--- src/rtl/seq_det_pkg.sv ---
// Shared constants, types and helpers for the programmable serial pattern detector.
// Imported by the interface, the match counter and the detector top.
package seq_det_pkg;

  localparam int DEF_PAT_W = 4;
  localparam int DEF_CNT_W = 8;

  // Out of reset every pattern bit is this value and the length is the full PAT_W.
  localparam bit RST_PAT_BIT = 1'b0;

  function automatic int len_w(input int pat_w);
    return $clog2(pat_w + 1);
  endfunction

  function automatic int rst_len(input int pat_w);
    return pat_w;
  endfunction

  // What a cycle does to the detector history.
  typedef enum logic [1:0] {
    OP_HOLD  = 2'd0,
    OP_SHIFT = 2'd1,
    OP_LOAD  = 2'd2
  } op_e;

endpackage

--- src/rtl/seq_det_prog_if.sv ---
// Config, stream and status signals of the detector, bundled for the module port.
// The DUT uses the slave modport and the driving environment uses the master modport.
interface seq_det_prog_if
  import seq_det_pkg::*;
#(
  parameter int PAT_W = DEF_PAT_W,
  parameter int CNT_W = DEF_CNT_W,
  parameter int LEN_W = len_w(PAT_W)
) ();

  logic             cfg_we;
  logic [PAT_W-1:0] cfg_pattern;
  logic [LEN_W-1:0] cfg_len;
  logic             cfg_overlap;
  logic             cfg_err;
  logic             in_valid;
  logic             seq_in;
  logic             clr_count;
  logic             detected;
  logic [CNT_W-1:0] match_count;
  logic [LEN_W-1:0] state_out;

  modport master (
    output cfg_we, cfg_pattern, cfg_len, cfg_overlap,
    output in_valid, seq_in, clr_count,
    input  cfg_err, detected, match_count, state_out
  );

  modport slave (
    input  cfg_we, cfg_pattern, cfg_len, cfg_overlap,
    input  in_valid, seq_in, clr_count,
    output cfg_err, detected, match_count, state_out
  );

endinterface

--- src/rtl/seq_det_match_cnt.sv ---
// Saturating match counter with synchronous clear; clear beats increment.
// Shared by the detector family, so it knows nothing about patterns.
module seq_det_match_cnt
  import seq_det_pkg::*;
#(
  parameter int CNT_W = DEF_CNT_W
) (
  input  logic             clk,
  input  logic             rst_n,
  input  logic             inc,
  input  logic             clr,
  output logic [CNT_W-1:0] count
);

  localparam logic [CNT_W-1:0] CNT_MAX = '1;

  always_ff @(posedge clk) begin
    if (!rst_n) begin
      count <= '0;
    end else if (clr) begin
      count <= '0;
    end else if (inc && (count != CNT_MAX)) begin
      count <= count + CNT_W'(1);
    end
  end

endmodule

--- src/rtl/seq_det_prog.sv ---
// Runtime-programmable serial pattern detector: masked compare of the newest len_q
// stream bits against pat_q, with overlapping or non-overlapping restart.
module seq_det_prog
  import seq_det_pkg::*;
#(
  parameter int PAT_W = DEF_PAT_W,
  parameter int CNT_W = DEF_CNT_W
) (
  input logic           clk,
  input logic           rst_n,
  seq_det_prog_if.slave bus
);

  localparam int               LEN_W   = len_w(PAT_W);
  localparam logic [LEN_W-1:0] LEN_MAX = LEN_W'(PAT_W);

  logic [PAT_W-1:0] hist_q, hist_d;
  logic [PAT_W-1:0] pat_q, pat_d;
  logic [LEN_W-1:0] fill_q, fill_d;
  logic [LEN_W-1:0] len_q, len_d;
  logic             ovl_q, ovl_d;
  logic             det_q, det_d;
  logic             err_q, err_d;

  logic             cfg_legal;
  op_e              op;
  logic [PAT_W-1:0] nh;
  logic [PAT_W-1:0] mask;
  logic [LEN_W-1:0] nf;
  logic             hit;
  logic             inc;

  // A legal config write owns the cycle; an illegal one lets the stream bit through.
  always_comb begin : decode
    cfg_legal = (bus.cfg_len != '0) && (bus.cfg_len <= LEN_MAX);
    if (bus.cfg_we && cfg_legal) begin
      op = OP_LOAD;
    end else if (bus.in_valid) begin
      op = OP_SHIFT;
    end else begin
      op = OP_HOLD;
    end
  end

  always_comb begin : match
    // NOTE: every combinational output gets a default first so no path can infer a latch.
    mask = '0;
    nh   = {hist_q[PAT_W-2:0], bus.seq_in};
    nf   = (fill_q == LEN_MAX) ? fill_q : fill_q + LEN_W'(1);
    for (int i = 0; i < PAT_W; i++) begin
      mask[i] = (i < int'(len_q));
    end
    // Only compare bits received since the last restart, and only the low len_q of them.
    hit = (nf >= len_q) && (((nh ^ pat_q) & mask) == '0);
  end

  always_comb begin : next_state
    hist_d = hist_q;
    fill_d = fill_q;
    pat_d  = pat_q;
    len_d  = len_q;
    ovl_d  = ovl_q;
    det_d  = 1'b0;
    inc    = 1'b0;
    err_d  = bus.cfg_we && !cfg_legal;
    unique case (op)
      OP_LOAD: begin
        pat_d  = bus.cfg_pattern;
        len_d  = bus.cfg_len;
        ovl_d  = bus.cfg_overlap;
        hist_d = '0;
        fill_d = '0;
      end
      OP_SHIFT: begin
        hist_d = nh;
        det_d  = hit;
        inc    = hit;
        fill_d = (hit && !ovl_q) ? '0 : nf;
      end
      default: ;
    endcase
  end

  // NOTE: sequential state uses <= so every flop samples pre-edge values; '=' here races.
  always_ff @(posedge clk) begin : state_reg
    if (!rst_n) begin
      hist_q <= '0;
      fill_q <= '0;
      pat_q  <= {PAT_W{RST_PAT_BIT}};
      len_q  <= LEN_W'(rst_len(PAT_W));
      ovl_q  <= 1'b0;
      det_q  <= 1'b0;
      err_q  <= 1'b0;
    end else begin
      hist_q <= hist_d;
      fill_q <= fill_d;
      pat_q  <= pat_d;
      len_q  <= len_d;
      ovl_q  <= ovl_d;
      det_q  <= det_d;
      err_q  <= err_d;
    end
  end

  seq_det_match_cnt #(
    .CNT_W (CNT_W)
  ) u_match_cnt (
    .clk   (clk),
    .rst_n (rst_n),
    .inc   (inc),
    .clr   (bus.clr_count),
    .count (bus.match_count)
  );

  assign bus.detected  = det_q;
  assign bus.cfg_err   = err_q;
  assign bus.state_out = fill_q;

endmodule

--- src/flat_wrapper.sv ---
// flat-port wrapper written by rule: the top's interface ports become plain ports
module seq_det_prog_flat import seq_det_pkg::*;
#(
  parameter int PAT_W = DEF_PAT_W,
  parameter int CNT_W = DEF_CNT_W
)
  (clk, rst_n, bus_cfg_we, bus_cfg_pattern, bus_cfg_len, bus_cfg_overlap, bus_in_valid, bus_seq_in, bus_clr_count, bus_cfg_err, bus_detected, bus_match_count, bus_state_out);
  seq_det_prog_if #(.PAT_W(PAT_W), .CNT_W(CNT_W)) bus_i ();
  input logic clk;
  input logic rst_n;
  input wire logic [$bits(bus_i.cfg_we)-1:0] bus_cfg_we;
  input wire logic [$bits(bus_i.cfg_pattern)-1:0] bus_cfg_pattern;
  input wire logic [$bits(bus_i.cfg_len)-1:0] bus_cfg_len;
  input wire logic [$bits(bus_i.cfg_overlap)-1:0] bus_cfg_overlap;
  input wire logic [$bits(bus_i.in_valid)-1:0] bus_in_valid;
  input wire logic [$bits(bus_i.seq_in)-1:0] bus_seq_in;
  input wire logic [$bits(bus_i.clr_count)-1:0] bus_clr_count;
  output wire logic [$bits(bus_i.cfg_err)-1:0] bus_cfg_err;
  output wire logic [$bits(bus_i.detected)-1:0] bus_detected;
  output wire logic [$bits(bus_i.match_count)-1:0] bus_match_count;
  output wire logic [$bits(bus_i.state_out)-1:0] bus_state_out;
  assign bus_i.cfg_we = bus_cfg_we;
  assign bus_i.cfg_pattern = bus_cfg_pattern;
  assign bus_i.cfg_len = bus_cfg_len;
  assign bus_i.cfg_overlap = bus_cfg_overlap;
  assign bus_i.in_valid = bus_in_valid;
  assign bus_i.seq_in = bus_seq_in;
  assign bus_i.clr_count = bus_clr_count;
  assign bus_cfg_err = bus_i.cfg_err;
  assign bus_detected = bus_i.detected;
  assign bus_match_count = bus_i.match_count;
  assign bus_state_out = bus_i.state_out;
  seq_det_prog #(.PAT_W(PAT_W), .CNT_W(CNT_W)) u_core (.clk(clk), .rst_n(rst_n), .bus(bus_i));
endmodule
--- config.mk ---
export PLATFORM = sky130hd
export DESIGN_NAME = seq_det_prog_flat
export DESIGN_NICKNAME = d
export VERILOG_FILES = /design/src/rtl/seq_det_pkg.sv /design/src/rtl/seq_det_prog_if.sv /design/src/rtl/seq_det_match_cnt.sv /design/src/rtl/seq_det_prog.sv /design/src/flat_wrapper.sv
export SDC_FILE = /design/constraint.sdc
export NUM_CORES = 1
export LEC_CHECK = 0
export ABC_CLOCK_PERIOD_IN_PS = 6000
export BUFFER_PORTS_ARGS = -buffer_cell sky130_fd_sc_hd__buf_2
export CAP_MARGIN = 20
export CORE_MARGIN = 2
export CORE_UTILIZATION = 35
export DETAILED_ROUTE_END_ITERATION = 8
export SYNTH_ARGS = -nofsm -noshare
export SYNTH_HDL_FRONTEND = slang
export SYNTH_HIERARCHICAL = 1
export SYNTH_SLANG_ARGS = --single-unit
--- constraint.sdc ---
create_clock -name clk -period 6 [get_ports clk]
set_input_delay 1.2 -clock clk [delete_from_list [all_inputs] [get_ports clk]]
set_output_delay 1.2 -clock clk [all_outputs]
set_load 0.005 [all_outputs]
==> results.md <==
- Status: complete, no violations
- Power Density: 201 nW/um2
- Endpoint required time on the critical path: 6.25 ns
- Hold path depth: 2
- Clock power frac: 0.282
- Async SR Flop Fraction: 0
- Final critical path time including I/O delays and setup: 2.96 ns
- Residual overflow from global routing: 0
- Antenna diode instance count: 0
- Layout Area Growth over Synthesis: 16.7%
- Number of buffers on the longest clock path: 2
- Detailed-route DRC error count: 0
- Post-synthesis instance area: about 1300 um2
- Max_cap viols: 0
- Starting density of the core: 0.372
- Tot GR Track Use: 0.136
- Launching point of the worst reg2reg path: u_core/bus.state_out[0]$_SDFFE_PN0P_
- Fraction of final layout cells sized beyond drive strength 1: 0.223
- Clock Tree Root: sky130_fd_sc_hd__clkbuf_4
- Syn. warnings: 6
- Maximum clock frequency: ~340 MHz
- Combinational power share: 0.147
- Slew at the pin closest to its max-slew limit: roughly 0.46 ns
- Cell Area, Placed: 1450 um2
- Final WS setup: 3.04 ns
- Clock edge transition at the registers on the reported setup and hold paths: roughly 0.13 ns
- Setup-failing EPs final: 0
- H-tree lvl count: 1
- Worst Setup SP: u_core/bus.state_out[0]$_SDFFE_PN0P_
- Insertion delay to the later sink of the worst-skew pair: around 0.31 ns
- Fin Setup TNS: 0 ns
- Die Height: around 64 um
- Setup repair after global routing missed its margin: no
- R2R setup slack: between 3 and 4 ns
- Delay of the slowest cell on the worst path: 0.46 ns
- Critical path start-end classification: register to register
- Worst Hold Path EP: u_core/ovl_q$_SDFFE_PN0N_
- DR vias/cell: 5.10
- Detail-routed net length per standard cell: 12.1 um
- Signal arrival time at the worst endpoint: 3.21 ns
- Quantity of hold-fixing buffers added after cts: 0
- Peak supply drop: 0.0799 mV
- Number of cells produced by synthesis: 147
- Antenna violations before repair: 0
- Internal power: 0.000221 W
- Overall die area: about 4100 um2
- Number of inserted filler cells in the final layout: 366
- Count of buffers inserted at the top-level ports: 26
- Top Ports: 27
- First-pass GRT wire length: 4530 um
- Clock buffer count from CTS: 3
- Maximum fanout along the worst path: 6
- Die Span X: between 60 and 70 um
- HPWL reported at the end of detailed placement: 2040 um
- Max-slew headroom: 0.690
- Endpoint of the worst register-to-register path: u_core/u_match_cnt/count[5]$_SDFFE_PP0P_
- Share of synthesized area occupied by flip-flops and latches: 0.378
- Synth unique cells: 36
- Launch point of the worst hold path: u_core/ovl_q$_SDFFE_PN0N_
- Dominant register cell in the synthesized netlist: sky130_fd_sc_hd__dfxtp_1
- Kind of capture point of the worst setup path: register
- Final number of max-transition violations: 0
- Period utilisation layout: 0.494
- Non-filler instance count after layout: around 220
- Detailed Route Iter0 Violations: 59
- Lkg Pwr: 0.654 nW
- Post-placement worst setup slack: 3.10 ns
- Gates resized, CTS repair: 0
- # Post-CTS Setup Buffers: 0
- Mean cell area of the mapped netlist: 8.65 um2
- Final Hold Viols: 0
- Via count of the first global-routing pass: 1029
- Total Nets Final: 196
- Startpoint type of the worst setup path: register
- Final weighted congestion in routability-driven placement: 0.834
- Via count: 1126
- Row count: 21
- Area of the core: 3420 um2
- Number of iterations in the first detailed-routing pass: 4
- Min-Delay Path Class: register to register
- Highest-delay cell along the critical path: sky130_fd_sc_hd__dfxtp_1
- Remaining antenna violation count after routing: 0
- Post-detailed-routing wire length: 2660 um
- EDFF count, synth: 0
- Pin count of the biggest net entering global routing: 14
- Switching portion of total power: 0.259
- Clock tree from TritonCTS: yes
- FF-to-FF path depth: 14
- Total of flip-flops plus latches after synthesis: 24
- Clk sink count: 24
- Number of nets produced by synthesis: 167
- Seq pwr share: 0.571
- Design area: 1480 um2
- Ordered list of cells on the worst path: inv_1 -> ha_1 -> nand3b_1 -> o21ai_0 -> inv_1 -> ha_1 -> o21a_1 -> a21oi_1 -> nor3_1 -> nand2_1 -> a21oi_1 -> nand4_1 -> a211oi_2 -> mux2i_1
- Skew final: 0.00191 ns
- Dpl cells: 217
- Switching power summed over all nets: around 0.000077 W
## routing by layer
metal | vias up | routed length (um) | share of wire | global-route usage
met5 | - | 0 | 0 | 0
met3 | 2 | 96 | 0.036 | 0.0299
li1 | 581 | - | - | -
met1 | 524 | 1350 | 0.51 | 0.178
met2 | 19 | 1200 | 0.45 | 0.219
met4 | 0 | 20 | 0.0075 | 0.0505
## layout make-up
cell class	count	area (um2)	area share
Clock buffer	4	36.3	0.0245
Tap cell	46	57.6	0.0388
Sequential cell	24	480	0.324
Inverter	8	30.0	0.0202
Multi-Input combinational cell	113	749	0.505
Timing Repair Buffer	26	130	0.0877
## synth_stat cells, types with 4 or more instances
| master | number | area (um2) |
|---|---|---|
| sky130_fd_sc_hd__xnor2_1 | 5 | 43.8 |
| sky130_fd_sc_hd__a21oi_1 | 15 | 75.1 |
| sky130_fd_sc_hd__nand3_1 | 7 | 35.0 |
| sky130_fd_sc_hd__inv_1 | 8 | 30.0 |
| sky130_fd_sc_hd__o21ai_0 | 7 | 35.0 |
| sky130_fd_sc_hd__nor3_1 | 4 | 20.0 |
| sky130_fd_sc_hd__nor2_1 | 8 | 30.0 |
| sky130_fd_sc_hd__nand2_1 | 17 | 63.8 |
| sky130_fd_sc_hd__nand2b_1 | 4 | 25.0 |
| sky130_fd_sc_hd__dfxtp_1 | 24 | 480 |
| sky130_fd_sc_hd__and4_1 | 4 | 35.0 |
| sky130_fd_sc_hd__ha_1 | 6 | 75.1 |
| sky130_fd_sc_hd__mux2i_1 | 8 | 80.1 |
## state kept, by name, indices dropped and copies added (netlist names)
name and count:
u_core/ovl_q 1, u_core/hist_q 3, u_core/bus.state_out 3, u_core/pat_q 4, u_core/bus.cfg_err 1, u_core/bus.detected 1
u_core/len_q 3, u_core/u_match_cnt/count 8
## critical path, delay by kind of cell, from the launching register on
| kind | cells | cell delay, ns |
|---|---|---|
| buf+inv | 2 | 0.17 |
| compound gates | 5 | 0.91 |
| mux | 1 | 0.20 |
| flops | 1 | 0.46 |
| fa+ha+maj | 2 | 0.50 |
| simple gates | 4 | 0.65 |
## cell usage in the layout, fill, tap and decap left out, types with 2 or more instances in the layout
cell type / n
sky130_fd_sc_hd__a31oi_1: 2
sky130_fd_sc_hd__a21oi_1: 15
sky130_fd_sc_hd__ha_1: 6
sky130_fd_sc_hd__and4_1: 4
sky130_fd_sc_hd__nand2b_1: 4
sky130_fd_sc_hd__o21ai_0: 7
sky130_fd_sc_hd__nor3_2: 2
sky130_fd_sc_hd__nand3_1: 7
sky130_fd_sc_hd__xnor2_1: 5
sky130_fd_sc_hd__mux2i_1: 8
sky130_fd_sc_hd__nor2_1: 8
sky130_fd_sc_hd__nand2_1: 17
sky130_fd_sc_hd__dfxtp_1: 24
sky130_fd_sc_hd__o22ai_1: 2
sky130_fd_sc_hd__buf_2: 26
sky130_fd_sc_hd__inv_1: 8
sky130_fd_sc_hd__nor3_1: 4
sky130_fd_sc_hd__clkbuf_4: 3
sky130_fd_sc_hd__o21a_1: 3
sky130_fd_sc_hd__nor2b_1: 3
## power by group through the flow
stage	Clock, W	Combinational, W	Sequential [W]
floorplan	0	0.0000309	0.000173
global placement	0	0.0000426	0.000174
detailed placement	0	0.0000440	0.000174
CTS	0.0000881	0.0000442	0.000170
global route	0.0000943	0.0000502	0.000171
finish	0.0000842	0.0000439	0.000170
## stage by stage
step / utilization / hold WS [ns] / power (W)
after floorplan: - / 0.436 / 0.000204
after CTS: 0.434 / 0.478 / 0.000302
after global routing: 0.434 / 0.501 / 0.000316
final: 0.434 / 0.476 / 0.000298
after global placement: 0.424 / 0.450 / 0.000216
after detailed placement: 0.424 / 0.460 / 0.000218
## logic make-up after synthesis
family	count (synthesis)	share of synthesized area
simple gates	57	0.247
compound gates	37	0.186
fa+ha+maj	6	0.0591
flops	24	0.378
buf+inv	10	0.0325
mux	8	0.0630
xor+xnor	5	0.0344
## worst max path at each step
| stage | endpoint | depth (start not counted) |
|---|---|---|
| floorplan | u_core/u_match_cnt/count[5]$_SDFFE_PP0P_ | 14 |
| global placement | u_core/u_match_cnt/count[6]$_SDFFE_PP0P_ | 7 |
| detailed placement | u_core/u_match_cnt/count[5]$_SDFFE_PP0P_ | 14 |
| CTS | u_core/u_match_cnt/count[5]$_SDFFE_PP0P_ | 14 |
| global route | u_core/u_match_cnt/count[5]$_SDFFE_PP0P_ | 14 |
| finish | u_core/u_match_cnt/count[5]$_SDFFE_PP0P_ | 14 |
Power figures use the tool's default switching activity.
